<file path="config.mk">
export PLATFORM = sky130hd
export DESIGN_NAME = frame_pixel_source
export DESIGN_NICKNAME = d
export VERILOG_FILES = /design/src/rtl/frame_pixel_source.sv
export SDC_FILE = /design/constraint.sdc
export NUM_CORES = 1
export LEC_CHECK = 0
export ABC_CLOCK_PERIOD_IN_PS = 1900
export BUFFER_PORTS_ARGS = -buffer_cell sky130_fd_sc_hd__clkbuf_2
export CORE_ASPECT_RATIO = 0.9
export CORE_UTILIZATION = 37
export DETAILED_ROUTE_END_ITERATION = 8
export GPL_TIMING_DRIVEN = 0
export PLACE_DENSITY_LB_ADDON = 0.25
export SLEW_MARGIN = 20
export SYNTH_ARGS = -nofsm -noshare
export SYNTH_HDL_FRONTEND = slang
export SYNTH_SLANG_ARGS = --single-unit
export TNS_END_PERCENT = 5
</file>
<file path="constraint.sdc">
create_clock -name clk -period 1.9 [get_ports clk]
set_input_delay 0.19 -clock clk [delete_from_list [all_inputs] [get_ports clk]]
set_output_delay 0.19 -clock clk [all_outputs]
set_load 0.005 [all_outputs]
</file>
<file path="src/rtl/frame_pixel_source.sv">
// Raster-order frame reader: walks a ROWS x COLS frame memory and streams pixels
// with SOF/EOL/EOF markers, optional line blanking and a tail gap before frame_done_o.
module frame_pixel_source #(
    parameter int COLS    = 30,
    parameter int ROWS    = 30,
    parameter int ADDR_W  = 10,
    parameter int H_BLANK = 0,
    parameter int V_BLANK = 16
) (
    input  logic              clk,
    input  logic              rst,
    input  logic              start_i,
    output logic              rd_en_o,
    output logic [ADDR_W-1:0] addr_o,
    input  logic [7:0]        mem_data_i,
    output logic [7:0]        data_o,
    output logic              done_o,
    output logic              sof_o,
    output logic              eol_o,
    output logic              eof_o,
    output logic              busy_o,
    output logic              frame_done_o
);

    localparam int COL_W = $clog2(COLS);
    localparam int ROW_W = $clog2(ROWS);
    localparam int CNT_W = $clog2(H_BLANK + V_BLANK + 3);
    localparam int HB_LAST_I = (H_BLANK > 0) ? H_BLANK - 1 : 0;
    localparam logic [CNT_W-1:0] HB_LAST   = CNT_W'(HB_LAST_I);
    localparam logic [CNT_W-1:0] TAIL_LAST = CNT_W'(V_BLANK + 1);
    localparam logic [COL_W-1:0] COL_LAST  = COL_W'(COLS - 1);
    localparam logic [ROW_W-1:0] ROW_LAST  = ROW_W'(ROWS - 1);
    localparam bit HAS_HBLANK = (H_BLANK > 0);

    typedef enum logic [2:0] {
        S_IDLE   = 3'd0,
        S_ACTIVE = 3'd1,
        S_HBLANK = 3'd2,
        S_TAIL   = 3'd3,
        S_DONE   = 3'd4
    } state_t;

    state_t            state_q, state_d;
    logic [COL_W-1:0]  col_q, col_d;
    logic [ROW_W-1:0]  row_q, row_d;
    logic [CNT_W-1:0]  cnt_q, cnt_d;
    logic [ADDR_W-1:0] addr_q, addr_d;
    logic              v1_q;
    logic [2:0]        f1_q;
    logic              done_q;
    logic [7:0]        data_q;
    logic [2:0]        flags_q;
    logic              last_col_s, last_row_s;
    logic [2:0]        flags_s;

    assign last_col_s = (col_q == COL_LAST);
    assign last_row_s = (row_q == ROW_LAST);
    // Markers belong to the pixel being read this cycle: {sof, eol, eof}
    assign flags_s = {(row_q == '0) && (col_q == '0), last_col_s, last_col_s && last_row_s};

    // Next-state and counter update logic
    always_comb begin
        state_d = state_q;
        col_d   = col_q;
        row_d   = row_q;
        cnt_d   = cnt_q;
        addr_d  = addr_q;
        case (state_q)
            S_IDLE: begin
                col_d  = '0;
                row_d  = '0;
                cnt_d  = '0;
                addr_d = '0;
                if (start_i) begin
                    state_d = S_ACTIVE;
                end else begin
                    state_d = S_IDLE;
                end
            end
            S_ACTIVE: begin
                cnt_d = '0;
                if (last_col_s) begin
                    col_d = '0;
                    if (last_row_s) begin
                        state_d = S_TAIL;
                    end else begin
                        row_d  = row_q + ROW_W'(1);
                        addr_d = addr_q + ADDR_W'(1);
                        if (HAS_HBLANK) begin
                            state_d = S_HBLANK;
                        end else begin
                            state_d = S_ACTIVE;
                        end
                    end
                end else begin
                    col_d  = col_q + COL_W'(1);
                    addr_d = addr_q + ADDR_W'(1);
                end
            end
            S_HBLANK: begin
                if (cnt_q == HB_LAST) begin
                    cnt_d   = '0;
                    state_d = S_ACTIVE;
                end else begin
                    cnt_d = cnt_q + CNT_W'(1);
                end
            end
            // The tail includes two extra cycles so the read pipeline empties first
            S_TAIL: begin
                if (cnt_q == TAIL_LAST) begin
                    cnt_d   = '0;
                    state_d = S_DONE;
                end else begin
                    cnt_d = cnt_q + CNT_W'(1);
                end
            end
            S_DONE: begin
                state_d = S_IDLE;
            end
            default: begin
                state_d = S_IDLE;
            end
        endcase
    end

    // State, counters and two-stage read pipeline
    always_ff @(posedge clk) begin
        if (rst) begin
            state_q <= S_IDLE;
            col_q   <= '0;
            row_q   <= '0;
            cnt_q   <= '0;
            addr_q  <= '0;
            v1_q    <= 1'b0;
            f1_q    <= 3'b000;
            done_q  <= 1'b0;
            data_q  <= 8'h00;
            flags_q <= 3'b000;
        end else begin
            state_q <= state_d;
            col_q   <= col_d;
            row_q   <= row_d;
            cnt_q   <= cnt_d;
            addr_q  <= addr_d;
            v1_q    <= (state_q == S_ACTIVE);
            f1_q    <= (state_q == S_ACTIVE) ? flags_s : 3'b000;
            done_q  <= v1_q;
            if (v1_q) begin
                data_q <= mem_data_i;
            end
            flags_q <= v1_q ? f1_q : 3'b000;
        end
    end

    assign rd_en_o      = (state_q == S_ACTIVE);
    assign addr_o       = addr_q;
    assign data_o       = data_q;
    assign done_o       = done_q;
    assign sof_o        = flags_q[2];
    assign eol_o        = flags_q[1];
    assign eof_o        = flags_q[0];
    assign busy_o       = (state_q != S_IDLE);
    assign frame_done_o = (state_q == S_DONE);

endmodule
</file>
# --- Word level (Yosys, flattened, before mapping) ---
# Cells that the tools add are included.
op_classes:
  n_eq_ne: 12
  n_bitwise: 2
  n_addsub: 4
  n_reduce_logical: 15
  muxes: 17
op_table:
  columns: ["op", "n"]
  rows:
  - ["$mux 5", 5]
  - ["$mux 10", 2]
  - ["$pmux 10 s2", 1]
  - ["$pmux 5 s2", 2]
  - ["$add 5x1->5 const B", 3]
  - ["$eq 5x5->1 const B", 3]
  - ["$logic_not 5->1", 3]
  - ["$pmux 5 s3", 1]
  - ["$pmux 3 s4", 1]
  - ["$add 10x1->10 const B", 1]
  - ["$mux 3", 3]
  - ["$eq 3x2->1 const B", 2]
  - ["$ne 2x2->1 const B", 3]
  - ["$reduce_and 3->1", 2]
  - ["$reduce_bool 3->1", 2]
  - ["$reduce_or 2->1", 3]
  - ["$eq 3x1->1 const B", 1]
  - ["$eq 3x3->1 const B", 1]
  - ["$logic_not 3->1", 1]
  - ["$ne 3x3->1 const B", 1]
  - ["$logic_and 1x1->1", 2]
  - ["$mux 2", 1]
  - ["$ne 2x1->1 const B", 1]
  - ["$not 1->1", 2]
  - ["other kinds (3)", 3]
totals:
  word_cells: 60
  reg_bits: 44
  input_bits: 11
  out_inout_bits: 25

# --- Longest topological paths before layout ---
# Gate-level depths: netlist of run 1.
logic_depth:
  depth_word: 4
  mapped_depth: 7
  depth_no_buf: 6

# --- Least setup slack after synthesis of run 1 ---
# OpenSTA, ideal clock, no wires.
synth_timing:
  path_kind: "reg-to-reg"
  from: "register col_q[1]"
  to: "register addr_q[8] (netlist: addr_o[8])"
  path_stages_with_launch: 8
  arrival_ps: 1670
  n_path_buf: 1
  setup_ps: 70
  required_time_ps: 1830
  path_slack_ps: 160
  period_less_slack_ps: 1740
  cell_sequence: "dfxtp_1 > inv_1 > ha_1 > and4_1 > buf_2 > a311oi_1 > or3b_1 > a21oi_1"
synth_via:
  elab_chain_len: 3
  elab_cells_between_ends: 5
  classes_between: "2 x eq/ne; 2 x mux; 1 x reduce/logical"
synth_rtl:
  columns: ["element", "line", "text"]
  rows:
  - ["start: declaration", "44", "logic [COL_W-1:0] col_q, col_d;"]
  - ["start signal: assignment", "141", "col_q <= col_d;"]
  - ["$eq 5x5->1 (*)", "56", "assign last_col_s = (col_q == COL_LAST);"]
  - ["$mux 10 / $ne 3x3->1 (equally long branches)", null, null]
  - ["$pmux 10 s2 / $reduce_and 2->1 (equally long branches)", null, null]
  - ["end signal: assignment", "144", "addr_q <= addr_d;"]
  - ["end: declaration", "47", "logic [ADDR_W-1:0] addr_q, addr_d;"]
# Mark *: on every way between the ends. The rest lies on a longest branch, timed or not.
# A chain may end at the register's enable or synchronous reset.

# --- Worst setup path after layout of run 1 ---
layout_timing:
  from: "register row_q[1]"
  to: "register row_q[3]"
layout_via:
  elab_chain_len: 4
  elab_cells_between_ends: 7
  classes_between: "1 x add/sub; 2 x eq/ne; 3 x mux; 1 x reduce/logical"
layout_rtl:
  columns: ["element", "line", "text"]
  rows:
  - ["start: declaration", "45", "logic [ROW_W-1:0] row_q, row_d;"]
  - ["start signal: assignment", "142", "row_q <= row_d;"]
  - ["$add 5x1->5", "87", "row_d = row_q + ROW_W'(1);"]
  - ["$mux 5", "84", "if (last_row_s) begin"]
  - ["$mux 5", "82", "if (last_col_s) begin"]
  - ["$pmux 5 s2", "68", "case (state_q)"]
# Several ways; a longest one is shown, not always the timed one. The select of a mux whose other input is x is not followed.

==> results of run 1 <==
[flip-flops by register name, indices dropped and copies added, names as in the netlist]
register and flops:
data_o 8, col_q 5, done_o 1, flags_q 3
state_q 3, addr_o 10, cnt_q 5, f1_q 3
row_q 5, v1_q 1
[metrics by stage]
stage                     cell area [um2]  instances  hold WS [ns]  utilization
after floorplan                      2036        232        0.3376            -
after global placement               2290        333        0.4113       0.4331
final                                2494        346        0.1360       0.4717
after global routing                 2494        346        0.1339       0.4717
after detailed placement             2290        333        0.4149       0.4331
after CTS                            2422        341        0.1255       0.4582
[routing by layer]
layer,GRT usage,vias up
li1,-,942
met4,0.05357,0
met1,0.2314,871
met3,0.03019,7
met5,0,-
met2,0.2564,24
[final cells by class]
type,instances,share of cell area
repair buffers,39,0.08329
clock inverters,2,0.01555
well taps,67,0.03362
clock buffers,6,0.03312
plain buffers,14,0.02659
multi-input cells,163,0.4360
flip-flops and latches,44,0.3552
inverters,11,0.01656
[cells in the final DEF (no fill, tap or decap), types with 3 or more instances in the layout]
cell type	synthesis	final
sky130_fd_sc_hd__nand2_1	10	10
sky130_fd_sc_hd__clkbuf_8	0	6
sky130_fd_sc_hd__nor2_1	20	20
sky130_fd_sc_hd__or4_1	4	4
sky130_fd_sc_hd__nor2b_1	3	3
sky130_fd_sc_hd__clkbuf_2	0	34
sky130_fd_sc_hd__buf_4	0	6
sky130_fd_sc_hd__mux2i_1	8	8
sky130_fd_sc_hd__nor4_1	4	4
sky130_fd_sc_hd__nor3_1	9	8
sky130_fd_sc_hd__ha_1	10	10
sky130_fd_sc_hd__clkbuf_1	10	10
sky130_fd_sc_hd__a21oi_1	23	23
sky130_fd_sc_hd__a31oi_1	4	4
sky130_fd_sc_hd__o31ai_1	3	3
sky130_fd_sc_hd__a22oi_1	3	3
sky130_fd_sc_hd__and2_1	3	3
sky130_fd_sc_hd__nand3_1	9	9
sky130_fd_sc_hd__or3_1	3	3
sky130_fd_sc_hd__dfxtp_2	0	4
sky130_fd_sc_hd__nand4_1	6	6
sky130_fd_sc_hd__inv_1	10	10
sky130_fd_sc_hd__dfxtp_1	44	40
sky130_fd_sc_hd__o21ai_0	8	8
[worst min-delay path: stages]
cell	delay (ns)
sky130_fd_sc_hd__clkbuf_2	0.07
sky130_fd_sc_hd__mux2i_1	0.06
sky130_fd_sc_hd__nor2_1	0.07
[power breakdown]
part	switching [mW]	internal, mW	total [mW]
Combinational	0.0680	0.0469	0.115
Sequential	0.00903	0.937	0.946
Clock	0.315	0.430	0.745
Total	0.392	1.41	1.81
[worst min path at each step]
stage	from	end	slack [ns]	cells past startpoint
CTS	mem_data_i[7]	data_o[7]	0.13	3
detailed placement	f1_q[1]	flags_q[1]	0.41	1
global placement	f1_q[2]	flags_q[2]	0.41	1
global route	mem_data_i[4]	data_o[4]	0.13	3
floorplan	mem_data_i[0]	data_o[0]	0.34	2
finish	mem_data_i[1]	data_o[1]	0.14	3
[kinds of logic after synthesis]
family,Yosys count
DFF,44
muxes,9
buffers and inverters,25
and+or+nand+nor,90
AOI/OAI and AO/OA,53
xor gates and xnor gates,1
adders and majority gates,10
[timing repair]
item / CTS / global route
endpoints found under the setup margin: 9 / 11
buffers inserted: 0 / 5
gates resized for setup: 2 / 10
pin swaps: 0 / 2
==> implementation parameters, run 1 <==
Parameter                              Value

Logic synthesis
  Most frequent cells after synthesis ... 44 x sky130_fd_sc_hd__dfxtp_1, 23 x sky130_fd_sc_hd__a21oi_1, 20 x sky130_fd_sc_hd__nor2_1
  Synthesized cell area ... 2036 um2
  Share of synthesized cell area in full adder, half adder and majority cells ... 0.06146
  Number of distinct library cells after synthesis ... 45
  Dominant combinational cell family by area after synthesis ... simple AND/OR/NAND/NOR gates
  Post-synthesis cell type with the largest combined area ... sky130_fd_sc_hd__dfxtp_1
  Net count after synthesis ... 253
  Share of synthesized cell area in and, or, nand and nor gates ... 0.2446
  Cell types with the largest area share after synthesis ... sky130_fd_sc_hd__dfxtp_1 43%, sky130_fd_sc_hd__ha_1 6.1%, sky130_fd_sc_hd__a21oi_1 5.7%, sky130_fd_sc_hd__mux2i_1 3.9%, sky130_fd_sc_hd__nor2_1 3.7%
  Yosys top cell area share ... 0.4327
  Average size of a mapped cell ... 8.775 um2
  Most frequent cell after synthesis ... sky130_fd_sc_hd__dfxtp_1
  Warnings, synthesis ... 0
  Xor-xnor portion of the synthesized cell area ... 0.004302
  Fraction of registers with async set or reset after synthesis ... 0
  Proportion of synthesized chip area in sequential cells ... 0.4327
  Proportion of synthesized area in mux cells ... 0.04487
  Number of flip-flops and latches in the synthesized netlist ... 44
  Post-synthesis cell count ... 232
  Synthesized-area fraction occupied by ao, oa, aoi and oai cells ... 0.1604
  Count of flip-flops with a built-in enable after synthesis ... 0
  Flip-flop cell with the highest count after synthesis ... sky130_fd_sc_hd__dfxtp_1

Route
  Via/cell ratio ... 5.329
  Number of search-and-repair iterations in the first detailed-routing pass ... 4
  Number of vias after detailed routing ... 1844
  Wire length on met2 ... 2095 um
  Routed wire length ... 4576 um
  Antenna Nets Post-Route ... 0
  Routed met1 length ... 2301 um
  Initial DRC count ... 129
  Residual DRC ... 0
  Top layer reached by signal wires ... met4
  Amount of wire on met3 after detailed routing ... 120 um
  DR WL/cell ... 13.23 um

Global routing
  Wire length of the first global-routing pass ... 7507 um
  Pin count of the biggest net entering global routing ... 15
  Vias in the first global route ... 1597
  Remaining global-route overflow ... 0
  GRT Total Usage ... 0.1651
  Number of antenna violations at the first check in global routing ... 0

Clocking
  Clock tree from TritonCTS ... yes
  Num Clock Sinks ... 44
  Reg clk slew, reported paths ... 0.09 ns
  Clock tree buffer depth ... 2
  H-Tree Depth ... 2
  Num CTS Buffers ... 5
  Clock latency of the later-clocked register in the worst-skew pair ... 0.29 ns
  Count of hold buffers inserted by post-cts repair ... 0
  Clock tree root driver cell ... sky130_fd_sc_hd__clkbuf_8

Timing
  Worst-margin pin slew ... 0.6065 ns
  Setup ws final ... 0.1073 ns
  Remaining max-slew budget at the tightest pin ... 0.5957
  Maximum clock skew at final layout ... 0.007193 ns
  Unrepaired setup endpoints after global routing ... true
  Period minus WS final ... 1.793 ns
  Count of endpoints failing hold in the final timing report ... 0
  Maximum clock rate ... 0.5578 GHz
  Final critical-path share of the clock period ... 0.9435
  Sum of negative setup slack ... 0 ns
  Count of pins over their slew limit ... 0
  Setup Viol. Count Final ... 0

Floorplanning
  Die height ... 72.37 um
  Starting utilization of the core area ... 0.3851
  Die X-Extent ... 80.19 um
  Area inside the core boundary ... 5286 um2
  Placement Rows ... 25
  Die footprint ... 5803 um2
  Number of ports placed on the die boundary ... 36

Critical path
  Setup crit end kind ... flip-flop
  Critical R2R Launch ... row_q[1]
  Max incr delay on CP ... 0.47 ns
  Endpoint of the most critical setup path ... row_q[3]
  Reg-to-reg critical path endpoint ... row_q[3]
  Data required time at the worst endpoint ... 2.12 ns
  Worst EP arrival ... 2.02 ns
  WP buf/inv ... 2
  Cell class contributing the biggest share of worst-path delay ... simple AND/OR/NAND/NOR gates
  Sequence of cells on the critical path ... inv_1, ha_1, nand4_1, buf_4, nand2_1, or4_1, a31oi_1
  Cell at the slowest stage of the critical path ... sky130_fd_sc_hd__or4_1
  Category of the most critical setup path ... reg2reg
  Startpoint of the most critical setup path ... row_q[1]
  Cell count along the critical path ... 7
  Element type at the critical path start ... flip-flop
  Worst-path maximum fanout ... 5
  Depth of the worst register-to-register path ... 7
  Register-to-Register Setup Slack ... 0.11 ns

Layout
  Relative area change from synthesis to final layout ... 22.50%
  Total area of sequential cells ... 885.9 um2
  Layout cell share with drive strength beyond 1 ... 0.2294
  Area used by multi-input combinational logic ... 1087 um2
  Post-layout nets ... 299
  Total of fill cells in the finished design ... 534
  Number of antenna diodes ... 0

Power
  Maximum vdd drop ... 0.3060 mV
  Static power due to leakage ... 0.9533 nW
  Overall power consumption ... 1.806 mW
  Cell area power density ... 724.1 nW/um2

Job
  Max_cap viols ... 0

Min path
  Hold/Removal Path Class ... in2reg

Placement
  Number of I/O port buffers ... 34
  Pre-CTS WS ... -0.09565 ns
  Routability-driven placement congestion ratio ... 0.8189
  HPWL Detailed ... 3233 um

Run status
  Outcome ... finished, final reports clean
Power figures use the tool's default switching activity.
==> inputs of run 2 (changes only) <==
Settings changed: RECOVER_POWER set to 50.
==> run 2 against run 1 <==
Total power barely moved. Sequential power about the same. Via count is 0.65% lower. Core utilization down 0.19 points. Design area down 0.40%. Clock-buffer cell count did not move. Global-route usage is the same. Clock power about the same. Fmax fell by 0.22%.
==> implementation parameters, run 2 (same netlist as run 1, synthesis figures left out) <==
Parameter                              Value

Critical path
  Category of the most critical setup path ... reg2reg
  Critical R2R Launch ... row_q[1]
  Max incr delay on CP ... 0.47 ns
  Reg-to-reg critical path endpoint ... row_q[3]
  Cell class contributing the biggest share of worst-path delay ... simple AND/OR/NAND/NOR gates
  Endpoint of the most critical setup path ... row_q[3]
  Worst-path maximum fanout ... 5
  Register-to-Register Setup Slack ... 0.10 ns
  Cell count along the critical path ... 7
  Element type at the critical path start ... flip-flop
  Setup crit end kind ... flip-flop
  Cell at the slowest stage of the critical path ... sky130_fd_sc_hd__or4_1
  Depth of the worst register-to-register path ... 7
  WP buf/inv ... 2
  Sequence of cells on the critical path ... inv_1, ha_1, nand4_1, buf_4, nand2_1, or4_1, a31oi_1
  Startpoint of the most critical setup path ... row_q[1]
  Data required time at the worst endpoint ... 2.12 ns
  Worst EP arrival ... 2.02 ns

Global routing
  Remaining global-route overflow ... 0
  Vias in the first global route ... 1597
  Number of antenna violations at the first check in global routing ... 0
  Wire length of the first global-routing pass ... 7507 um
  GRT Total Usage ... 0.1651
  Pin count of the biggest net entering global routing ... 15

Clocking
  Clock tree from TritonCTS ... yes
  Num Clock Sinks ... 44
  Clock latency of the later-clocked register in the worst-skew pair ... 0.29 ns
  Clock tree buffer depth ... 2
  H-Tree Depth ... 2
  Num CTS Buffers ... 5
  Reg clk slew, reported paths ... 0.09 ns
  Clock tree root driver cell ... sky130_fd_sc_hd__clkbuf_8

Power
  Fraction of power consumed by the clock network ... 0.413
  Switching Fraction ... 0.2178
  Reg power frac ... 0.524
  Cell area power density ... 727.0 nW/um2
  Internal Pwr Total ... 1.412 mW
  Maximum vdd drop ... 0.3066 mV
  Static power due to leakage ... 0.9272 nW
  Total net switching power ... 0.3933 mW
  Combinational fraction of design power ... 0.063

Floorplanning
  Starting utilization of the core area ... 0.3851
  Placement Rows ... 25
  Die height ... 72.37 um
  Number of ports placed on the die boundary ... 36
  Die footprint ... 5803 um2
  Die X-Extent ... 80.19 um
  Area inside the core boundary ... 5286 um2

Placement
  Number of I/O port buffers ... 34
  Cell total after placement ... 333
  HPWL Detailed ... 3233 um
  Pre-CTS WS ... -0.09565 ns
  Routability-driven placement congestion ratio ... 0.8189

Timing
  Count of endpoints failing hold in the final timing report ... 0
  Setup ws final ... 0.1034 ns
  Final critical-path share of the clock period ... 0.9456
  Unrepaired setup endpoints after global routing ... true
  Worst-margin pin slew ... 0.6040 ns
  Maximum clock skew at final layout ... 0.006542 ns
  Sum of negative setup slack ... 0 ns
  Worst slack on hold paths ... 0.1353 ns
  Period minus WS final ... 1.797 ns
  Remaining max-slew budget at the tightest pin ... 0.5974
  Count of pins over their slew limit ... 0
  Maximum clock rate ... 0.5566 GHz
  Setup Viol. Count Final ... 0

Route
  Number of vias after detailed routing ... 1832
  Residual DRC ... 0
  Antenna Nets Post-Route ... 0
  Via/cell ratio ... 5.295
  Routed wire length ... 4596 um
  DR WL/cell ... 13.28 um
  Initial DRC count ... 104
  Number of search-and-repair iterations in the first detailed-routing pass ... 4

Layout
  Filler-free cell count of the finished design ... 346
  Layout cell share with drive strength beyond 1 ... 0.2007
  Relative area change from synthesis to final layout ... 22.00%
  Number of antenna diodes ... 0
  Total of fill cells in the finished design ... 536
  Post-Route Utilization ... 0.4698
  Most frequent cells in the layout ... 40 x sky130_fd_sc_hd__dfxtp_1, 27 x sky130_fd_sc_hd__clkbuf_2, 23 x sky130_fd_sc_hd__a21oi_1, 20 x sky130_fd_sc_hd__nor2_1, 18 x sky130_fd_sc_hd__clkbuf_1
  Post-layout nets ... 299
  Most common library cell in the layout ignoring fill and taps ... sky130_fd_sc_hd__dfxtp_1
  Flip-flop count of the largest register, all copies and words added ... 10

Min path
  Hold/Removal Path Class ... in2reg
  Hold path startpoint ... mem_data_i[1]
  Hold path depth ... 3

Run status
  Outcome ... finished, final reports clean

Job
  Max_cap viols ... 0
[run 2: cell types whose count changed in the layout (fill, tap and decap cells not counted)]
cell / change
sky130_fd_sc_hd__clkbuf_2: -7
sky130_fd_sc_hd__buf_2: -1
sky130_fd_sc_hd__clkbuf_1: +8
[run 2: final cells by class]
type / instances / area [um2] / share of cell area
Buffer: 14 / 65.06 / 0.02620
Clock buffer: 6 / 82.58 / 0.03325
Clock inverter: 2 / 38.79 / 0.01562
Inverter: 11 / 41.29 / 0.01662
Multi-Input combinational cell: 163 / 1087 / 0.4378
Sequential cell: 44 / 885.9 / 0.3567
Tap cell: 67 / 83.83 / 0.03375
Timing Repair Buffer: 39 / 198.9 / 0.08010
[run 2: worst min-delay path by stage]
stage,to
after floorplan,data_o[0]
after global placement,flags_q[2]
after detailed placement,flags_q[1]
after CTS,data_o[7]
after global routing,data_o[4]
final,data_o[1]
[run 2: metrics by stage]
stage	instance area, um2	power [mW]
final	2484	1.806
after global routing	2484	1.880
after CTS	2422	1.832
after detailed placement	2290	1.080
after global placement	2290	1.080
after floorplan	2036	1.036
[run 2: worst register-to-register path, stage by stage, from the launching register on]
cell and delay, ns:
sky130_fd_sc_hd__dfxtp_2 0.36, sky130_fd_sc_hd__inv_1 0.07, sky130_fd_sc_hd__ha_1 0.19, sky130_fd_sc_hd__nand4_1 0.23, sky130_fd_sc_hd__buf_4 0.17, sky130_fd_sc_hd__nand2_1 0.07, sky130_fd_sc_hd__or4_1 0.47, sky130_fd_sc_hd__a31oi_1 0.17
[run 2: per-layer routing]
| metal | global-route usage | routed length [um] |
|---|---|---|
| met2 | 0.2564 | 2119 |
| met3 | 0.03019 | 142 |
| met5 | 0 | 0 |
| met4 | 0.05357 | 59 |
| met1 | 0.2314 | 2274 |
[run 2: what timing repair did]
action	CTS	global route
resized for setup	2	10
buffers inserted	0	5
gates cloned	0	0
hold buffers	0	0
pin swaps	0	2
setup endpoints to repair	9	11
[run 2: power by group through the flow]
stage | Sequential (mW) | Clock (mW) | Combinational, mW
after floorplan | 0.968 | 0 | 0.0686
after detailed placement | 0.968 | 0 | 0.112
final | 0.946 | 0.747 | 0.113
after CTS | 0.946 | 0.772 | 0.113
after global routing | 0.949 | 0.805 | 0.126
after global placement | 0.967 | 0 | 0.112
==> inputs of run 3 (changes only) <==
Settings changed: ABC_CLOCK_PERIOD_IN_PS 1900 to 1800, CORE_MARGIN set to 5.
Clock period 1.9 ns to 1.8 ns, I/O delays scaled along.
==> run 3 against run 2 <==
Global-route usage shrank 1.4 points. Critical path type unchanged. Design area increased by 3.6%. Fmax is 1.3% higher. Total power is 5.8% higher. Core utilization is 1.7 points higher. Via count up 0.93%. Sequential share of layout area fell by 1.2 points. Die area grew 22%. Highest routed layer unchanged. Clock skew is 0.0013 ns higher. Final cell count grew 2.3%. Clock-buffer cell count is 1 lower. Sequential power grew 6%. Largest power group unchanged.
==> implementation parameters, run 3 (same netlist as run 1, synthesis figures left out) <==
Parameter                              Value

Floorplanning
  Die height ... 80.37 um
  Die X-Extent ... 88.19 um
  Placement Rows ... 25
  Die footprint ... 7087 um2
  Number of ports placed on the die boundary ... 36
  Area inside the core boundary ... 5286 um2
  Starting utilization of the core area ... 0.3851

Timing
  Setup Viol. Count Final ... 0
  Remaining max-slew budget at the tightest pin ... 0.6054
  Worst-margin pin slew ... 0.5919 ns
  Final critical-path share of the clock period ... 0.9856
  Period minus WS final ... 1.774 ns
  Count of endpoints failing hold in the final timing report ... 0
  Maximum clock rate ... 0.5637 GHz
  Unrepaired setup endpoints after global routing ... true
  Maximum clock skew at final layout ... 0.007829 ns
  Sum of negative setup slack ... 0 ns
  Count of pins over their slew limit ... 0

Clocking
  Reg clk slew, reported paths ... 0.09 ns
  Num CTS Buffers ... 5
  Clock tree root driver cell ... sky130_fd_sc_hd__clkbuf_8
  Clock tree from TritonCTS ... yes
  Num Clock Sinks ... 44
  Count of hold buffers inserted by post-cts repair ... 0
  Clock latency of the later-clocked register in the worst-skew pair ... 0.31 ns
  H-Tree Depth ... 2
  Clock tree buffer depth ... 2

Critical path
  Setup crit end kind ... flip-flop
  Element type at the critical path start ... flip-flop
  Worst EP arrival ... 2.02 ns
  Sequence of cells on the critical path ... inv_2, ha_4, and4_1, buf_6, a311oi_2, or3b_4, a21oi_2
  Max incr delay on CP ... 0.41 ns
  Cell at the slowest stage of the critical path ... sky130_fd_sc_hd__or3b_4
  Category of the most critical setup path ... reg2reg
  Data required time at the worst endpoint ... 2.04 ns
  Worst-path maximum fanout ... 6

Power
  Total net switching power ... 0.4520 mW
  Reg power frac ... 0.523
  Switching Fraction ... 0.2367
  Maximum vdd drop ... 0.3124 mV
  Internal Pwr Total ... 1.458 mW
  Fraction of power consumed by the clock network ... 0.411
  Combinational fraction of design power ... 0.066
  Cell area power density ... 742.2 nW/um2
  Static power due to leakage ... 0.9633 nW

Global routing
  Wire length of the first global-routing pass ... 8321 um
  Pin count of the biggest net entering global routing ... 16
  GRT Total Usage ... 0.1506
  Remaining global-route overflow ... 0
  Vias in the first global route ... 1684
  Number of antenna violations at the first check in global routing ... 0

Layout
  Relative area change from synthesis to final layout ... 26.43%
  Post-layout nets ... 307
  Layout cell share with drive strength beyond 1 ... 0.2474
  Number of antenna diodes ... 0
  Total of fill cells in the finished design ... 550
  Flip-flop count of the largest register, all copies and words added ... 10
  Filler-free cell count of the finished design ... 354
  Most frequent cells in the layout ... 39 x sky130_fd_sc_hd__dfxtp_1, 25 x sky130_fd_sc_hd__clkbuf_2, 22 x sky130_fd_sc_hd__a21oi_1, 20 x sky130_fd_sc_hd__nor2_1, 19 x sky130_fd_sc_hd__clkbuf_1
  Most common library cell in the layout ignoring fill and taps ... sky130_fd_sc_hd__dfxtp_1

Placement
  HPWL Detailed ... 3483 um
  Number of I/O port buffers ... 34
  Cell total after placement ... 333
  Routability-driven placement congestion ratio ... 0.8379

Route
  Routed wire length ... 5038 um
  Number of search-and-repair iterations in the first detailed-routing pass ... 4
  DR WL/cell ... 14.23 um
  Number of vias after detailed routing ... 1849
  Residual DRC ... 0
  Antenna Nets Post-Route ... 0
  Initial DRC count ... 109
  Via/cell ratio ... 5.223

Run status
  Outcome ... finished, final reports clean

Min path
  Hold/Removal Path Class ... in2reg

Job
  Max_cap viols ... 0
==> run 3: cell count changes in the layout (fill, tap and decap cells not counted), sizes merged <==
cell | previous run | this run
clkinv | 2 | 1
clkinvlp | 0 | 1
clkbuf | 51 | 49
inv | 10 | 11
buf | 8 | 17
==> run 3: worst max-delay path, delay by kind of cell, from the launching register on <==
| kind | cells | cell delay (ns) |
|---|---|---|
| AND/OR/NAND/NOR | 2 | 0.61 |
| AO/OA/AOI/OAI | 2 | 0.39 |
| flip-flops | 1 | 0.37 |
| buffers and inverters | 2 | 0.19 |
| adder cells (fa/ha/maj) | 1 | 0.15 |
==> run 3: power groups by stage <==
| stage | registers [mW] | clock network, mW | logic [mW] |
|---|---|---|---|
| 3_5_place_dp | 1.02 | 0 | 0.119 |
| 6_report | 1.00 | 0.785 | 0.125 |
| 4_1_cts | 0.999 | 0.808 | 0.122 |
| 2_1_floorplan | 1.02 | 0 | 0.0724 |
| 3_3_place_gp | 1.02 | 0 | 0.118 |
| 5_1_grt | 1.00 | 0.858 | 0.142 |
==> run 3: worst paths after layout <==
path / startpoint / endpoint / slack [ns] / cells past startpoint
hold reg to reg: f1_q[2] / flags_q[2] / 0.43 / 1
hold / removal: mem_data_i[3] / data_o[3] / 0.10 / 3
setup / recovery: col_q[1] / addr_o[8] / 0.03 / 7
setup reg to reg: col_q[1] / addr_o[8] / 0.03 / 7
==> run 3: stage by stage <==
step / hold WS, ns / utilization / total power [mW] / area, um2 / setup slack, ns
global placement: 0.4141 / 0.4331 / 1.140 / 2290 / -0.2156
finish: 0.1025 / 0.4869 / 1.910 / 2574 / 0.02599
detailed placement: 0.4105 / 0.4331 / 1.141 / 2290 / -0.2019
global route: 0.1126 / 0.4869 / 2.004 / 2574 / -0.06124
CTS: 0.09774 / 0.4632 / 1.930 / 2449 / 0.007782
floorplan: 0.3276 / - / 1.094 / 2036 / 0.05982
==> run 3: layout make-up <==
type | count | area (um2) | share of cell area
plain buffers | 14 | 72.57 | 0.02820
clock buffers | 5 | 68.82 | 0.02674
clock inverters | 3 | 46.29 | 0.01799
inverters | 11 | 41.29 | 0.01604
multi-input cells | 163 | 1117 | 0.4341
flip-flops and latches | 44 | 887.1 | 0.3447
well taps | 67 | 83.83 | 0.03257
repair buffers | 47 | 256.5 | 0.09966
==> run 3: per-layer routing <==
layer / track usage / wire length (um) / vias up
li1: - / - / 953
met1: 0.2130 / 2423 / 852
met2: 0.2175 / 2308 / 36
met3: 0.04513 / 226 / 8
met4: 0.04683 / 79 / 0
met5: 0 / 0 / -
==> run 3: repair_timing <==
item / 4_1_cts / 5_1_grt
resized for setup: 9 / 15
pin swaps: 1 / 7
setup endpoints to repair: 11 / 12
endpoints found under the hold margin: 0 / 0
buffers inserted: 1 / 12
